### config.mk
export PLATFORM = sky130hd
export DESIGN_NAME = data_path
export DESIGN_NICKNAME = d
export VERILOG_FILES = /design/src/rtl/data_path.sv
export SDC_FILE = /design/constraint.sdc
export NUM_CORES = 2
export LEC_CHECK = 0
export BUFFER_PORTS_ARGS = -buffer_cell sky130_fd_sc_hd__buf_4
export CAP_MARGIN = 25
export CORE_MARGIN = 2
export CORE_UTILIZATION = 48
export CTS_CLUSTER_DIAMETER = 30
export DETAILED_ROUTE_END_ITERATION = 8
export GPL_ROUTABILITY_DRIVEN = 1
export PLACE_DENSITY = 0.74
export SLEW_MARGIN = 20
export SYNTH_ARGS = -nofsm -noshare
export SYNTH_HDL_FRONTEND = slang
export SYNTH_SLANG_ARGS = --single-unit
export TNS_END_PERCENT = 10
### constraint.sdc
create_clock -name clk -period 24.7 [get_ports clk]
set_input_delay 3.705 -clock clk [delete_from_list [all_inputs] [get_ports clk]]
set_output_delay 3.705 -clock clk [all_outputs]
set_load 0.02 [all_outputs]
### src/rtl/data_path.sv
// Single-cycle ARM-subset core: each instruction is decoded and executed combinationally,
// and register file, flags, interrupt masks and pc all update on the next rising clock edge.
module data_path (
    input  logic        clk,
    input  logic        reset,
    input  logic [31:0] instr,
    input  logic [31:0] read_data,
    input  logic        irq,
    input  logic        firq,
    output logic [31:0] pc,
    output logic [31:0] addr_data,
    output logic [31:0] write_data,
    output logic        we
);

    localparam int unsigned     XLEN    = 32;
    localparam int unsigned     NREG    = 15;
    localparam logic [XLEN-1:0] VEC_SWI = 32'h0000_0008;
    localparam logic [XLEN-1:0] VEC_IRQ = 32'h0000_0018;
    localparam logic [XLEN-1:0] VEC_FIQ = 32'h0000_001C;
    localparam logic [3:0]      REG_LR  = 4'd14;
    localparam logic [3:0]      REG_PC  = 4'd15;

    typedef enum logic [3:0] {
        OP_AND, OP_EOR, OP_SUB, OP_RSB, OP_ADD, OP_ADC, OP_SBC, OP_RSC,
        OP_TST, OP_TEQ, OP_CMP, OP_CMN, OP_ORR, OP_MOV, OP_BIC, OP_MVN
    } alu_op_e;

    logic [XLEN-1:0] regs_q [NREG];
    logic [XLEN-1:0] pc_q, pc_d;
    logic            n_q, z_q, c_q, v_q, n_d, z_d, c_d, v_d;
    logic            i_q, f_q, i_d, f_d;
    logic            wr_en;
    logic [3:0]      wr_idx;
    logic [XLEN-1:0] wr_val;

    logic [3:0]      rn_idx, rd_idx, rm_idx;
    logic [XLEN-1:0] pc_plus4, pc_plus8, rn_val, rd_val, rm_val;
    logic            is_bx, is_dp, is_mem, is_br, is_swi, is_cmp_class;
    logic            cond_ok, take_fiq, take_irq;

    logic [XLEN-1:0] imm32, op2, mem_addr;
    logic [4:0]      rot, shamt;
    logic [XLEN:0]   sh_tmp;
    logic            sh_c;

    alu_op_e         alu_op;
    logic [XLEN-1:0] add_x, add_y, logic_res, alu_res;
    logic [XLEN:0]   sum;
    logic            add_cin, arith, alu_c, alu_v;

    assign rn_idx   = instr[19:16];
    assign rd_idx   = instr[15:12];
    assign rm_idx   = instr[3:0];
    assign pc_plus4 = pc_q + 32'd4;
    assign pc_plus8 = pc_q + 32'd8;

    // r15 as an operand reads as pc+8
    assign rn_val = (rn_idx == REG_PC) ? pc_plus8 : regs_q[rn_idx];
    assign rd_val = (rd_idx == REG_PC) ? pc_plus8 : regs_q[rd_idx];
    assign rm_val = (rm_idx == REG_PC) ? pc_plus8 : regs_q[rm_idx];

    assign is_bx        = (instr[27:20] == 8'b0001_0010) && (instr[7:4] == 4'b0001);
    assign is_dp        = (instr[27:26] == 2'b00) && !is_bx && (instr[25] || !instr[4]);
    assign is_mem       = (instr[27:26] == 2'b01);
    assign is_br        = (instr[27:25] == 3'b101);
    assign is_swi       = (instr[27:24] == 4'b1111);
    assign is_cmp_class = (instr[24:23] == 2'b10);
    assign take_fiq     = firq && !f_q;
    assign take_irq     = irq && !i_q && !take_fiq;

    always_comb begin
        cond_ok = 1'b0;
        unique case (instr[31:28])
            4'h0: cond_ok = z_q;
            4'h1: cond_ok = !z_q;
            4'h2: cond_ok = c_q;
            4'h3: cond_ok = !c_q;
            4'h4: cond_ok = n_q;
            4'h5: cond_ok = !n_q;
            4'h6: cond_ok = v_q;
            4'h7: cond_ok = !v_q;
            4'h8: cond_ok = c_q && !z_q;
            4'h9: cond_ok = !c_q || z_q;
            4'hA: cond_ok = (n_q == v_q);
            4'hB: cond_ok = (n_q != v_q);
            4'hC: cond_ok = !z_q && (n_q == v_q);
            4'hD: cond_ok = z_q || (n_q != v_q);
            4'hE: cond_ok = 1'b1;
            4'hF: cond_ok = 1'b0;
        endcase
    end

    // Operand2 barrel shifter with the shift-by-zero encodings (LSR/ASR #32, RRX)
    always_comb begin
        imm32  = {24'd0, instr[7:0]};
        rot    = {instr[11:8], 1'b0};
        shamt  = instr[11:7];
        sh_tmp = '0;
        op2    = rm_val;
        sh_c   = c_q;
        if (instr[25]) begin
            op2  = (imm32 >> rot) | (imm32 << (6'd32 - {1'b0, rot}));
            sh_c = (rot == 5'd0) ? c_q : op2[31];
        end else begin
            unique case (instr[6:5])
                2'b00: begin
                    if (shamt != 5'd0) begin
                        sh_tmp = {1'b0, rm_val} << shamt;
                        op2    = sh_tmp[31:0];
                        sh_c   = sh_tmp[32];
                    end
                end
                2'b01: begin
                    if (shamt == 5'd0) begin
                        op2  = '0;
                        sh_c = rm_val[31];
                    end else begin
                        sh_tmp = {rm_val, 1'b0} >> shamt;
                        op2    = sh_tmp[32:1];
                        sh_c   = sh_tmp[0];
                    end
                end
                2'b10: begin
                    if (shamt == 5'd0) begin
                        op2  = {XLEN{rm_val[31]}};
                        sh_c = rm_val[31];
                    end else begin
                        sh_tmp = 33'($signed({rm_val, 1'b0}) >>> shamt);
                        op2    = sh_tmp[32:1];
                        sh_c   = sh_tmp[0];
                    end
                end
                2'b11: begin
                    if (shamt == 5'd0) begin
                        op2  = {c_q, rm_val[31:1]};
                        sh_c = rm_val[0];
                    end else begin
                        op2  = (rm_val >> shamt) | (rm_val << (6'd32 - {1'b0, shamt}));
                        sh_c = op2[31];
                    end
                end
            endcase
        end
    end

    // Shared adder: subtraction is x + ~y + cin, so carry out means "no borrow"
    always_comb begin
        alu_op    = alu_op_e'(instr[24:21]);
        add_x     = rn_val;
        add_y     = op2;
        add_cin   = 1'b0;
        arith     = 1'b0;
        logic_res = '0;
        unique case (alu_op)
            OP_AND, OP_TST: logic_res = rn_val & op2;
            OP_EOR, OP_TEQ: logic_res = rn_val ^ op2;
            OP_SUB, OP_CMP: begin add_y = ~op2; add_cin = 1'b1; arith = 1'b1; end
            OP_RSB:         begin add_x = op2; add_y = ~rn_val; add_cin = 1'b1; arith = 1'b1; end
            OP_ADD, OP_CMN: arith = 1'b1;
            OP_ADC:         begin add_cin = c_q; arith = 1'b1; end
            OP_SBC:         begin add_y = ~op2; add_cin = c_q; arith = 1'b1; end
            OP_RSC:         begin add_x = op2; add_y = ~rn_val; add_cin = c_q; arith = 1'b1; end
            OP_ORR:         logic_res = rn_val | op2;
            OP_MOV:         logic_res = op2;
            OP_BIC:         logic_res = rn_val & ~op2;
            OP_MVN:         logic_res = ~op2;
        endcase
        sum     = {1'b0, add_x} + {1'b0, add_y} + {32'd0, add_cin};
        alu_res = arith ? sum[31:0] : logic_res;
        alu_c   = arith ? sum[32] : sh_c;
        alu_v   = arith ? ((add_x[31] == add_y[31]) && (sum[31] != add_x[31])) : v_q;
    end

    assign mem_addr   = instr[23] ? (rn_val + {20'd0, instr[11:0]})
                                  : (rn_val - {20'd0, instr[11:0]});
    assign pc         = pc_q;
    assign addr_data  = is_mem ? mem_addr : alu_res;
    assign write_data = rd_val;
    assign we         = !reset && cond_ok && is_mem && !instr[20] && !take_fiq && !take_irq;

    // Next state: a taken interrupt suppresses the instruction, so one register write port suffices
    always_comb begin
        pc_d   = pc_plus4;
        n_d    = n_q;
        z_d    = z_q;
        c_d    = c_q;
        v_d    = v_q;
        i_d    = i_q;
        f_d    = f_q;
        wr_en  = 1'b0;
        wr_idx = rd_idx;
        wr_val = alu_res;
        if (take_fiq) begin
            wr_en  = 1'b1;
            wr_idx = REG_LR;
            wr_val = pc_plus4;
            pc_d   = VEC_FIQ;
            f_d    = 1'b1;
            i_d    = 1'b1;
        end else if (take_irq) begin
            wr_en  = 1'b1;
            wr_idx = REG_LR;
            wr_val = pc_plus4;
            pc_d   = VEC_IRQ;
            i_d    = 1'b1;
        end else if (cond_ok) begin
            if (is_bx) begin
                pc_d = {rm_val[31:1], 1'b0};
            end else if (is_dp) begin
                if (instr[20] || is_cmp_class) begin
                    n_d = alu_res[31];
                    z_d = (alu_res == '0);
                    c_d = alu_c;
                    v_d = alu_v;
                end
                if (!is_cmp_class) begin
                    if (rd_idx == REG_PC) begin
                        pc_d = alu_res;
                        if (instr[20]) begin
                            i_d = 1'b0;
                            f_d = 1'b0;
                        end
                    end else begin
                        wr_en = 1'b1;
                    end
                end
            end else if (is_mem) begin
                if (instr[20]) begin
                    if (rd_idx == REG_PC) begin
                        pc_d = read_data;
                    end else begin
                        wr_en  = 1'b1;
                        wr_val = read_data;
                    end
                end
            end else if (is_br) begin
                pc_d = pc_plus8 + {{6{instr[23]}}, instr[23:0], 2'b00};
                if (instr[24]) begin
                    wr_en  = 1'b1;
                    wr_idx = REG_LR;
                    wr_val = pc_plus4;
                end
            end else if (is_swi) begin
                wr_en  = 1'b1;
                wr_idx = REG_LR;
                wr_val = pc_plus4;
                pc_d   = VEC_SWI;
                i_d    = 1'b1;
            end
        end
    end

    always_ff @(posedge clk or posedge reset) begin
        if (reset) begin
            pc_q <= '0;
            n_q  <= 1'b0;
            z_q  <= 1'b1;
            c_q  <= 1'b0;
            v_q  <= 1'b0;
            i_q  <= 1'b0;
            f_q  <= 1'b0;
        end else begin
            pc_q <= pc_d;
            n_q  <= n_d;
            z_q  <= z_d;
            c_q  <= c_d;
            v_q  <= v_d;
            i_q  <= i_d;
            f_q  <= f_d;
        end
    end

    always_ff @(posedge clk or posedge reset) begin
        if (reset) begin
            for (int i = 0; i < int'(NREG); i++) begin
                regs_q[i] <= '0;
            end
        end else if (wr_en) begin
            regs_q[wr_idx] <= wr_val;
        end
    end

endmodule

After elaboration in Yosys (flattened, before gate mapping)
Index checks and enable logic that the tools add are counted.
Widths: inputs -> output; s select.
{ "totals": {"regBits": 518, "latchBits": 0, "ram_bits": 0, "rom_bits": 0, "input_bits": 68, "output_inout_bits": 97, "word_cells": 270, "mem_count": 0} }
{ "classes": {"addsub": 9, "mul": 0, "div": 0, "magnitude_cmp": 5, "n_eq_ne": 57, "shifts": 7, "mux": 98, "n_bitwise": 15, "n_reduce_logical": 57} }
{ "op_table": {"columns": ["cell", "n"], "rows": [
  ["$mux 32", 42],
  ["$bwmux 480", 1],
  ["$bmux 32 s4", 3],
  ["$pmux 32 s6", 1],
  ["$demux 32 s4", 1],
  ["$pmux 32 s4", 1],
  ["$or 32x32->32", 3],
  ["$eq 4x4->1 const B", 20],
  ["$and 32x32->32", 2],
  ["$not 32->32", 2],
  ["$pmux 32 s2", 1],
  ["$mux 1", 36],
  ["$mux 4", 9],
  ["$add 32x32->33", 1],
  ["$add 33x1->33", 1],
  ["$shl 32x5->33", 1],
  ["$shr 33x5->33", 1],
  ["$sshr 33x5->33", 1],
  ["$add 32x12->32", 1],
  ["$add 32x3->32 const B", 1],
  ["$add 32x32->32", 1],
  ["$add 32x4->32 const B", 1],
  ["$eq 4x3->1 const B", 8],
  ["$logic_not 32->1", 1],
  ["45 further kinds", 108]
]} }

Longest topological paths before layout
{ "logic_depth": {"depth_word": 24, "mapped_depth": 42, "ltp_nobuf": 34} }

Least setup slack after synthesis
OpenSTA, ideal clock, no wires.
{ "synth_timing": {"path_kind": "in2out", "startpoint": "in instr[8]", "endpoint": "out addr_data[30]", "arrival_time_ps": 11426, "t_required_ps": 20995, "setup_slack_ps": 9569, "cell_stages": 40, "n_path_buf": 8, "cell_sequence": "buf_4 > inv_1 > clkbuf_1 > buf_1 > clkbuf_1 > buf_1 > ha_1 > buf_2 > and2_1 > ha_1 > buf_4 > clkinv_1 > nand2_1 > clkbuf_1 > nor2_1 > a32o_1 > nor3_1 > o211ai_1 > [... 4 more ...] > a21oi_1 > fa_1 > inv_1 > fa_1 > a211oi_1 > o21ai_0 > nor3b_1 > o21ai_0 > o211ai_1 > a41o_1 > a31o_2 > a21oi_1 > nand2b_1 > nor3b_1 > o21ai_0 > o2111ai_1 > nor2_1 > a21oi_1"} }
{ "synth_via": {"elab_chain_len": 12, "elab_cells_between_ends": 34} }
{ "synth_rtl": {"columns": ["item", "line", "text"], "rows": [
  ["start: declaration", "6", "input logic [31:0] instr,"],
  ["$sub 6x5->6", "139", "op2 = (rm_val >> shamt) | (rm_val << (6'd32 - {1'b0, shamt}));"],
  ["$shl 32x6->32", "139", null],
  ["$or 32x32->32", "139", null],
  ["$mux 32", "135", "if (shamt == 5'd0) begin"],
  ["$pmux 32 s4", "106", "unique case (instr[6:5])"],
  ["$mux 32", "102", "if (instr[25]) begin"],
  ["$not 32->32", null, null],
  ["$pmux 32 s2", "155", "unique case (alu_op)"],
  ["$add 32x32->33", "169", "sum = {1'b0, add_x} + {1'b0, add_y} + {32'd0, add_cin};"],
  ["$add 33x1->33", "169", null],
  ["$mux 32", "170", "alu_res = arith ? sum[31:0] : logic_res;"],
  ["$mux 32 (*)", "178", "assign addr_data = is_mem ? mem_addr : alu_res;"],
  ["end: declaration", "11", "output logic [31:0] addr_data,"]
]} }
Every way passes the cells marked *; elsewhere a longest branch is shown, timed or not.

Worst setup path in the final report
{ "layout_timing": {"startpoint": "in instr[1]", "endpoint": "out addr_data[29]"} }
{ "layout_via": {"elab_chain_len": 16, "elab_cells_between_ends": 36} }
{ "layout_rtl": {"columns": ["item", "line", "text"], "rows": [
  ["$not 4->5 (implied by the code)", "61", "assign rm_val = (rm_idx == REG_PC) ? pc_plus8 : regs_q[rm_idx];"],
  ["$bmux 32 s4", "61", null],
  ["$mux 32 (implied by the code) (2 in series)", "61", null],
  ["$mux 32", "61", null],
  ["$shl 32x6->32 / $shr 32x5->32 (equally long branches)", "139", null],
  ["$or 32x32->32", "139", null],
  ["$mux 32", "135", null],
  ["$pmux 32 s4", "106", null],
  ["$mux 32", "102", null],
  ["$not 32->32", null, null],
  ["$pmux 32 s2", "155", null],
  ["$add 32x32->33", "169", null],
  ["$add 33x1->33", "169", null],
  ["$mux 32", "170", null],
  ["$mux 32 (*)", "178", null]
]} }
Every way passes the cells marked *; elsewhere a longest branch is shown, timed or not. The select of a mux whose other input is x is not followed.

==> impl_metrics.tcl <==
set metrics [dict create \
    outcome "finished, violations left" \
    violations "design-rule violations" \
    cp_common_cell "buf_4" \
    cts_tree "yes" \
    post_drt_wl_per_cell_um 43.6 \
    synthArstFlopShare_pct 100 \
    ir_worst_vdd_mv 0.102 \
    skew_ns 0.0952 \
    vias 61000 \
    p_total_uw 7240 \
    cts_hold_buf 0 \
    critPathKind "input port to output port" \
    leakagePower_uw 0.0244 \
    dieHeight_um 334 \
    drv_cap 0 \
    critPathArrivalTime_ns 15.04 \
    avgSynthCellArea_um2 8.58 \
    max_stage_delay_ns 0.88 \
    p_int_uw 3520 \
    cts_buffers 93 \
    required_ns 21.00 \
    setup_tns_ns 0 \
    stdcell_area_um2 58800 \
    drt_first_pass_iters 9 \
    final_hold_viol_count 0 \
    yosysWarnings 0 \
    syn_area_um2 52400 \
    cpLargestDelayFamily "compound AO/OA/AOI/OAI gates" \
    max_freq_ghz 0.0534 \
    power_frac_clock_pct 19.0 \
    syn_to_final_growth_pct 12.3 \
    root_buffer "clkbuf_16" \
    rsz0062_at_grt "no" \
    worstPathMaxFanout 50 \
    grt_overflow 0 \
    holdCritPathClass "flip-flop to flip-flop" \
    cts.sinks 518 \
    yosysUniqueCellTypes 120 \
    start_util_pct 48.3 \
    ant_nets 0 \
    clk_path_buf_depth 3 \
    ys_ff_latch 518 \
    syn_inst 6108 \
    drt-total-wl_um 331000 \
    drv_slew 0 \
    core_um2 109000 \
    synthFlopType "dfrtp_1" \
    dpl.hpwl_um 232000 \
    p_seq_share_pct 23.5 \
    switching_share_pct 51.5 \
    num_io_pins 165 \
    viasPerCell 8.05 \
    placed_cells 7377 \
    slowest_stage "buf_4" \
    port-buffer-count 164 \
    fin_crit_ns 18.74 \
    combPwrFrac_pct 57.5 \
    setup_viol 0 \
    antenna_found_initial 23 \
    core.rowCount 121 \
    fin_crit_sh_pct 75.9 \
    gp_congestion 1.12 \
    grt_pass1_wl_um 453000 \
    drt-initial-drc-count 11700 \
    htreeDepth 3 \
    finalNetCount 6276 \
    power_switching_uw 3730 \
    worst_slew_margin_rel_pct 15.5 \
    placed_cell_area_um2 55200 \
    grt_max_degree 91 \
    remaining_drc_errors 17 \
    die_w_um 334 \
    synth_edf_count 0 \
    post_cts_buffers 0 \
    endpoint_kind "output port" \
    cp-start-kind "input port" \
    die-area_um2 112000 \
    path_buf_inv 6 \
    power.density_nw_per_um2 123 \
    clkTransAtPathRegs_ns 0.06 \
    cts_resized 0 \
    tightest_slew_ns 1.27 \
    grt_use_total_pct 57.4 \
    clk-insertion-delay-late_ns 0.73 \
    drive_above_1_share_pct 20.6 \
    grt_pass1_vias 56900 \
    ys_seq_area_share_pct 24.7 \
    synth_fp_nets 6312 \
    fin_cells 7579 \
    post-route-util_pct 54.2 \
]
-- synth_stat cells (all sizes together) (35+ instances only) --
cell type	count	area, um2
o31ai	46	355
o311ai	37	359
nand3	87	445
a221oi	49	442
o221ai	57	499
nor3	127	636
mux4	351	7950
nor2	509	1920
a211oi	71	566
xnor2	88	771
o21ai	715	3590
o22ai	69	444
mux2i	229	2300
nand2b	35	219
a31oi	50	325
a21oi	481	2410
a21o	80	601
o211ai	115	878
ha	132	1650
dfrtp	517	12900
buf	163	941
nand2	736	2760
xor2	62	543
mux2	156	1760
clkbuf	409	1540
or2	40	250
inv	92	345
a22oi	44	330
-- area by class of cell --
cell class                 count  area, um2
antenna                       16       40.0
clock buffer                 116       2570
clock inverter                56        779
fill                        9426      49700
inverter                      97        372
multi-input combinational   4920      36900
sequential                   518      13000
tap                         1414       1770
timing repair buffer         442       3440
-- path summary, 6_finish.rpt --
kind                       cells after the start               startpoint                      end  slack [ns]
max                                           32                 instr[1]            addr_data[29]        5.96
min                                            2  regs_q[425]$_DFFE_PP0P_  regs_q[425]$_DFFE_PP0P_        0.51
max reg2reg                                   29          pc[3]$_DFF_PP0_  regs_q[222]$_DFFE_PP0P_       12.71
min reg2reg                                    2  regs_q[425]$_DFFE_PP0P_  regs_q[425]$_DFFE_PP0P_        0.51
max in group asynchronous                      6                    reset   regs_q[24]$_DFFE_PP0P_       18.65
min in group asynchronous                      2                    reset          i_q$_DFFE_PP0P_        3.15
-- worst reg2reg max path: cells and delay by family (launching register included) --
kind,cells,cell delay (ns)
and+or+nand+nor,7,2.48
muxes,3,1.57
buffers and inverters,1,0.27
DFF,1,0.82
adders and majority gates,2,0.88
AOI/OAI and AO/OA,16,5.80
-- power groups by stage --
stage,clock (uW),combinational [uW],sequential (uW)
3_5_place_dp,0,3840,1640
6_report,1380,4170,1700
2_1_floorplan,0,2350,1480
3_3_place_gp,0,3780,1600
5_1_grt,1410,4250,1710
4_1_cts,1360,3880,1640
-- cells in the final DEF, fill, tap and decap left out, types with 87 or more instances in the layout --
master	count
o211ai_1	112
ha_1	130
inv_1	87
nand2_1	725
clkbuf_16	94
nor2_1	494
dfrtp_1	517
mux2i_1	227
o21ai_0	697
buf_4	415
a21oi_1	471
mux4_2	340
mux2_2	155
nor3_1	124
-- per-layer routing --
metal  part of all wire, %  vias up  track usage, %
li1                      -    23200               -
met1                    33    29300            66.2
met2                    39     6363            79.6
met3                    16     2076            27.7
met4                    11       28            48.5
met5                 0.074        -           0.825
-- cells by family after synthesis --
kind of cell	after synthesis	synth area share [%]
compound gates	2128	26.0
simple gates	1770	15.0
mux	736	22.9
buf+inv	670	5.46
flops	518	24.7
xor+xnor	150	2.51
fa+ha+maj	136	3.31
-- flip-flops by register name, indices dropped and copies added (netlist names) --
signal and count:
regs_q 480, pc 32, c_q 1, f_q 1, i_q 1, n_q 1
v_q 1, z_q 1
-- stage by stage --
step / hold slack, ns / worst slack, ns
2_1_floorplan: 0.471 / 6.53
3_3_place_gp: 0.488 / 6.43
3_5_place_dp: 0.501 / 6.71
4_1_cts: 0.513 / 6.65
5_1_grt: 0.549 / 5.76
6_report: 0.515 / 5.96
Note: power is estimated with default switching activity, not from simulation.
